$ cat config.mk
export PLATFORM = sky130hd
export DESIGN_NAME = mem_arbiter
export DESIGN_NICKNAME = d
export VERILOG_FILES = /design/src/rtl/mem_arbiter.sv
export SDC_FILE = /design/constraint.sdc
export NUM_CORES = 1
export LEC_CHECK = 0
export BUFFER_PORTS_ARGS = -buffer_cell sky130_fd_sc_hd__buf_2
export CAP_MARGIN = 5
export CORE_ASPECT_RATIO = 1.5
export CORE_MARGIN = 4
export CORE_UTILIZATION = 51
export DETAILED_ROUTE_END_ITERATION = 16
export GPL_ROUTABILITY_DRIVEN = 0
export PLACE_DENSITY = 0.82
export SLEW_MARGIN = 15
export SYNTH_ARGS = -nofsm -noshare
export SYNTH_HDL_FRONTEND = slang
export SYNTH_SLANG_ARGS = --single-unit
export TNS_END_PERCENT = 20
$ cat constraint.sdc
create_clock -name clk -period 4.2 [get_ports clk]
set_clock_uncertainty 0.05 [all_clocks]
set_input_delay 0.63 -clock clk [delete_from_list [all_inputs] [get_ports clk]]
set_output_delay 0.63 -clock clk [all_outputs]
set_load 0.01 [all_outputs]
$ cat src/rtl/mem_arbiter.sv
// mem_arbiter: round-robin two-port arbiter for a single-port 16-bit memory (p0/p1 req/wr/addr/wdata in, done/rdata/err out; mem_* master side; busy status)
module mem_arbiter #(
  parameter int ADDR_WIDTH = 16,
  parameter int LATENCY = 2
) (
  input  logic                  clk,
  input  logic                  rst,
  input  logic                  p0_req,
  input  logic                  p0_wr,
  input  logic [ADDR_WIDTH-1:0] p0_addr,
  input  logic [15:0]           p0_wdata,
  output logic                  p0_done,
  output logic [15:0]           p0_rdata,
  output logic                  p0_err,
  input  logic                  p1_req,
  input  logic                  p1_wr,
  input  logic [ADDR_WIDTH-1:0] p1_addr,
  input  logic [15:0]           p1_wdata,
  output logic                  p1_done,
  output logic [15:0]           p1_rdata,
  output logic                  p1_err,
  output logic                  mem_en,
  output logic                  mem_wr,
  output logic [ADDR_WIDTH-1:0] mem_addr,
  output logic [15:0]           mem_wdata,
  input  logic [15:0]           mem_rdata,
  output logic                  busy
);
  typedef enum logic [1:0] {IDLE, BUSY, DONE} state_t;
  localparam logic [3:0] CNT_INIT = 4'(LATENCY - 1);
  state_t state;
  logic [3:0] cnt;
  logic last, gnt, lwr;
  logic gsel, g_wr;
  logic [ADDR_WIDTH-1:0] g_addr;
  logic [15:0] g_wdata;
  always_comb begin
    gsel = (p0_req && p1_req) ? ~last : p1_req;
    g_wr = gsel ? p1_wr : p0_wr;
    g_addr = gsel ? p1_addr : p0_addr;
    g_wdata = gsel ? p1_wdata : p0_wdata;
  end
  always_ff @(posedge clk or negedge rst) begin
    if (!rst) begin
      state <= IDLE;
      cnt <= '0;
      last <= 1'b1;
      gnt <= 1'b0;
      lwr <= 1'b0;
      busy <= 1'b0;
      mem_en <= 1'b0;
      mem_wr <= 1'b0;
      mem_addr <= '0;
      mem_wdata <= '0;
      p0_done <= 1'b0;
      p1_done <= 1'b0;
      p0_err <= 1'b0;
      p1_err <= 1'b0;
      p0_rdata <= '0;
      p1_rdata <= '0;
    end else begin
      p0_done <= 1'b0;
      p1_done <= 1'b0;
      p0_err <= 1'b0;
      p1_err <= 1'b0;
      case (state)
        IDLE: if (p0_req || p1_req) begin
          gnt <= gsel;
          last <= gsel;
          lwr <= g_wr;
          cnt <= CNT_INIT;
          busy <= 1'b1;
          if (g_addr[0]) begin
            state <= DONE;
            p0_done <= ~gsel;
            p1_done <= gsel;
            p0_err <= ~gsel;
            p1_err <= gsel;
          end else begin
            state <= BUSY;
            mem_en <= 1'b1;
            mem_addr <= g_addr;
            mem_wdata <= g_wdata;
            mem_wr <= g_wr && (CNT_INIT == 4'd0);
          end
        end
        BUSY: if (cnt == 4'd0) begin
          state <= DONE;
          mem_en <= 1'b0;
          mem_wr <= 1'b0;
          mem_addr <= '0;
          mem_wdata <= '0;
          p0_done <= ~gnt;
          p1_done <= gnt;
          if (!lwr && !gnt) p0_rdata <= mem_rdata;
          if (!lwr && gnt) p1_rdata <= mem_rdata;
        end else begin
          cnt <= cnt - 4'd1;
          mem_wr <= lwr && (cnt == 4'd1);
        end
        DONE: begin
          state <= IDLE;
          busy <= 1'b0;
        end
        default: begin
          state <= IDLE;
          busy <= 1'b0;
        end
      endcase
    end
  end
endmodule
==> summary.md <==
| Metric | Value |
|---|---|
| Outcome | complete, no violations |
| Clock Latency Late Sink | 330 ps |
| Mux contribution to synthesized area | 29.3% |
| Crit end category | flop |
| CP Data Arrival Time | 2660 ps |
| Final hold slack | 396 ps |
| Avg WL per Cell | 15.4 um |
| Initial core utilization | 52.4% |
| Layout area overhead | 26.6% |
| DP HPWL | 5830 um |
| Clock group share of total power | 14.6% |
| Sequential share of power | 42.3% |
| ANT nets after route | 0 |
| Unrepaired setup endpoints after global routing | false |
| Instance area at placement | 0.00442 sq mm |
| Final std cells w/o fill | 513 |
| Required @ worst endpoint | 4360 ps |
| Initial antenna violation count | 0 |
| Pin count of the biggest net entering global routing | 80 |
| Final Max Slew Viols | 0 |
| Drt via density | 5.18 |
| DRC | 0 |
| Footprint of the multi-input gates | 0.00154 sq mm |
| DR iter-0 viols | 76 |
| Fillcell total | 533 |
| Crit path buf inv count | 1 |
| Min Tclk post-route | 2500 ps |
| Share of layout cells above drive strength 1 | 43.4% |
| First-pass GRT wire length | 13,200 um |
| Asr flop ratio synth | 100% |
| Port Buffer Count | 155 |
| Die height | 111 um |
| Hold_buf cts | 0 |
| CTS buffer count | 9 |
| Total Power | 0.00322 W |
| Share of the clock period used by the worst path | 59.5% |
| Reg2reg path depth | 5 |
| Core box area | 0.00690 sq mm |
| Root buffer cell | clkbuf_8 |
| Prevailing post-synth register cell | dfrtp_1 |
| Slew @ Worst Pin | 977 ps |
| H-tree depth | 3 |
| Slowest-stage cell, CP | and3_1 |
| Synth Area in Compound Gates | 3.46% |
| Vias in the first global route | 2,854 |
| EDFF count, synth | 0 |
| Int Power | 0.00203 W |
| Xor/xnor cell area share of the yosys netlist | 0% |
| Mapped cell area | 0.00362 sq mm |
| Max rail drop VDD | 0.307 mV |
| Die Span X | 76.8 um |
| Worst-case clock buffer depth | 2 |
| Top delay family on crit path | simple AND/OR/NAND/NOR gates |
| Post-CTS sizing | 0 |
| Total global routing overflow | 0 |
| Fmax | 400 MHz |
| Main combinational cell family by area after synthesis | multiplexers |
| Die ar. | 0.00853 sq mm |
| Min-delay worst type | in2async |
| Clk sinks | 79 |
| ANT cells | 0 |
| Design area | 0.00458 sq mm |
| Inst Count DP | 498 |
| Synth Area in Adders | 1.04% |
| Num rows | 37 |
| Post-synthesis sequential area ratio | 54.7% |
| Ports | 157 |
| Gr usage total | 19.3% |
| Register Area | 0.00198 sq mm |
| Syn Nets | 366 |
| Comb pwr share | 43.1% |
| Worst slew margin | 34.9% |
| Post-Synth Simple-Gate Area | 8.30% |
| Crit Path Class | reg2reg |
| CTS tree | built |
| CTS clock-pin slew for the worst setup and hold paths | 70 ps |
| NetSw | 0.00118 W |
| Final wirelength | 7910 um |
| Post-CTS setup buffer count | 0 |
| Power Density | 702 mW/mm^2 |
| Via count | 2,658 |
| Final-report setup violation count | 0 |
| Max-cap check violation count | 0 |
| Total Nets Final | 520 |
| Sw Ratio | 36.7% |
| Critical Path Stages | 5 |
| #FFs+latches synth | 79 |
| Post-synthesis cell count | 277 |
| Syn_area_per_cell | 13.1 sq um |
| Crit-path max cell delay | 840 ps |
| CP Launch Type | flop |
| Warnings from Yosys | 0 |
| Count of cell types in the netlist | 40 |
| Pre-antenna DRT Iters | 5 |
| Final Hold Vio Count | 0 |
| P_leak | 2.39 nW |
| Total negative setup slack | 0 ps |
| Cell Chain, Critical Path | inv_1 -> ha_1 -> nor3b_2 -> and3_1 -> mux2_1 |
| CP max FO | 16 |
[flip-flops by register name (all words and copies together) (netlist names)]
name and count:
busy 1, cnt 4, gnt 1, last 1, lwr 1, mem_addr 15
mem_en 1, mem_wdata 16, mem_wr 1, p0_done 1, p0_err 1, p0_rdata 16
p1_done 1, p1_err 1, p1_rdata 16, state 2
[synthesized netlist by cell type, types with 3 or more instances]
master    n  share of area [%]
mux2i_1  65                 18
nor2_1    4               0.42
inv_1     4               0.42
nand2_1  37                3.8
o21ai_0   5               0.69
ha_1      3                1.0
a21oi_1   3               0.42
buf_6     4                1.2
buf_2     5               0.69
dfrtp_1  78                 54
mux2_1   22                6.9
mux2_4   10                4.2
and3_1    3               0.52
[power by group through the flow]
stage | clock, W | combinational [W] | sequential [W]
finish | 0.000469 | 0.00139 | 0.00136
global route | 0.000520 | 0.00153 | 0.00142
CTS | 0.000487 | 0.00141 | 0.00136
detailed placement | 0 | 0.00141 | 0.00137
global placement | 0 | 0.00134 | 0.00136
floorplan | 0 | 0.000717 | 0.00151
[through the flow]
step / util (%) / setup WS, ps
5_1_grt: 66.4 / 1560
3_5_place_dp: 64.0 / 1710
6_report: 66.4 / 1700
3_3_place_gp: 64.0 / 1860
4_1_cts: 66.3 / 1690
2_1_floorplan: - / 2280
[final timing paths]
| check | start | to | slack, ps |
|---|---|---|---|
| worst max-delay path | cnt[1] | p0_rdata[0] | 1700 |
| max in group asynchronous | rst | mem_wdata[1] | 3060 |
| worst min-delay path | rst | p0_rdata[11] | 400 |
| worst max register to register | cnt[1] | p0_rdata[0] | 1700 |
| worst min register to register | p0_rdata[1] | p0_rdata[1] | 430 |
| min in group clk | p0_rdata[1] | p0_rdata[1] | 430 |
[placed cells by master, fill, tap and decap left out, types with 2 or more instances in the layout]
cell type,n
buf_2,154
nor3_1,2
buf_4,3
ha_1,3
mux2_4,10
mux2i_1,65
a22o_1,2
nand3_1,2
a21oi_1,3
and3_1,3
dfrtp_1,78
nand2_1,36
inv_1,4
nor2_1,4
clkbuf_1,4
o21ai_0,5
a21o_1,2
nand2b_1,2
mux2_1,22
clkbuf_8,10
[routing by layer]
layer	global-route usage, %	wire length, um	part of all wire (%)	vias to the layer above
li1	-	-	-	1274
met1	22.4	3210	41	1232
met2	32.8	3830	48	136
met3	5.53	694	8.8	16
met4	8.34	176	2.2	0
met5	0	0	0	-
[logic make-up (layout without fill, tap and decap cells)]
| logic type | after synthesis | count (layout) |
|---|---|---|
| compound gates | 19 | 19 |
| other cells | 1 | 1 |
| fa+ha+maj | 3 | 3 |
| buf+inv | 18 | 176 |
| mux | 98 | 98 |
| flops | 79 | 79 |
| simple gates | 59 | 59 |
[cell type report]
class,instances,share of cell area (%)
clock buffer,14,3.33
sequential,79,43.2
multi-input combinational,180,33.6
clock inverter,1,0.109
timing repair buffer,157,17.3
tap,78,2.13
inverter,4,0.328
(Power assumes the default switching activity.)
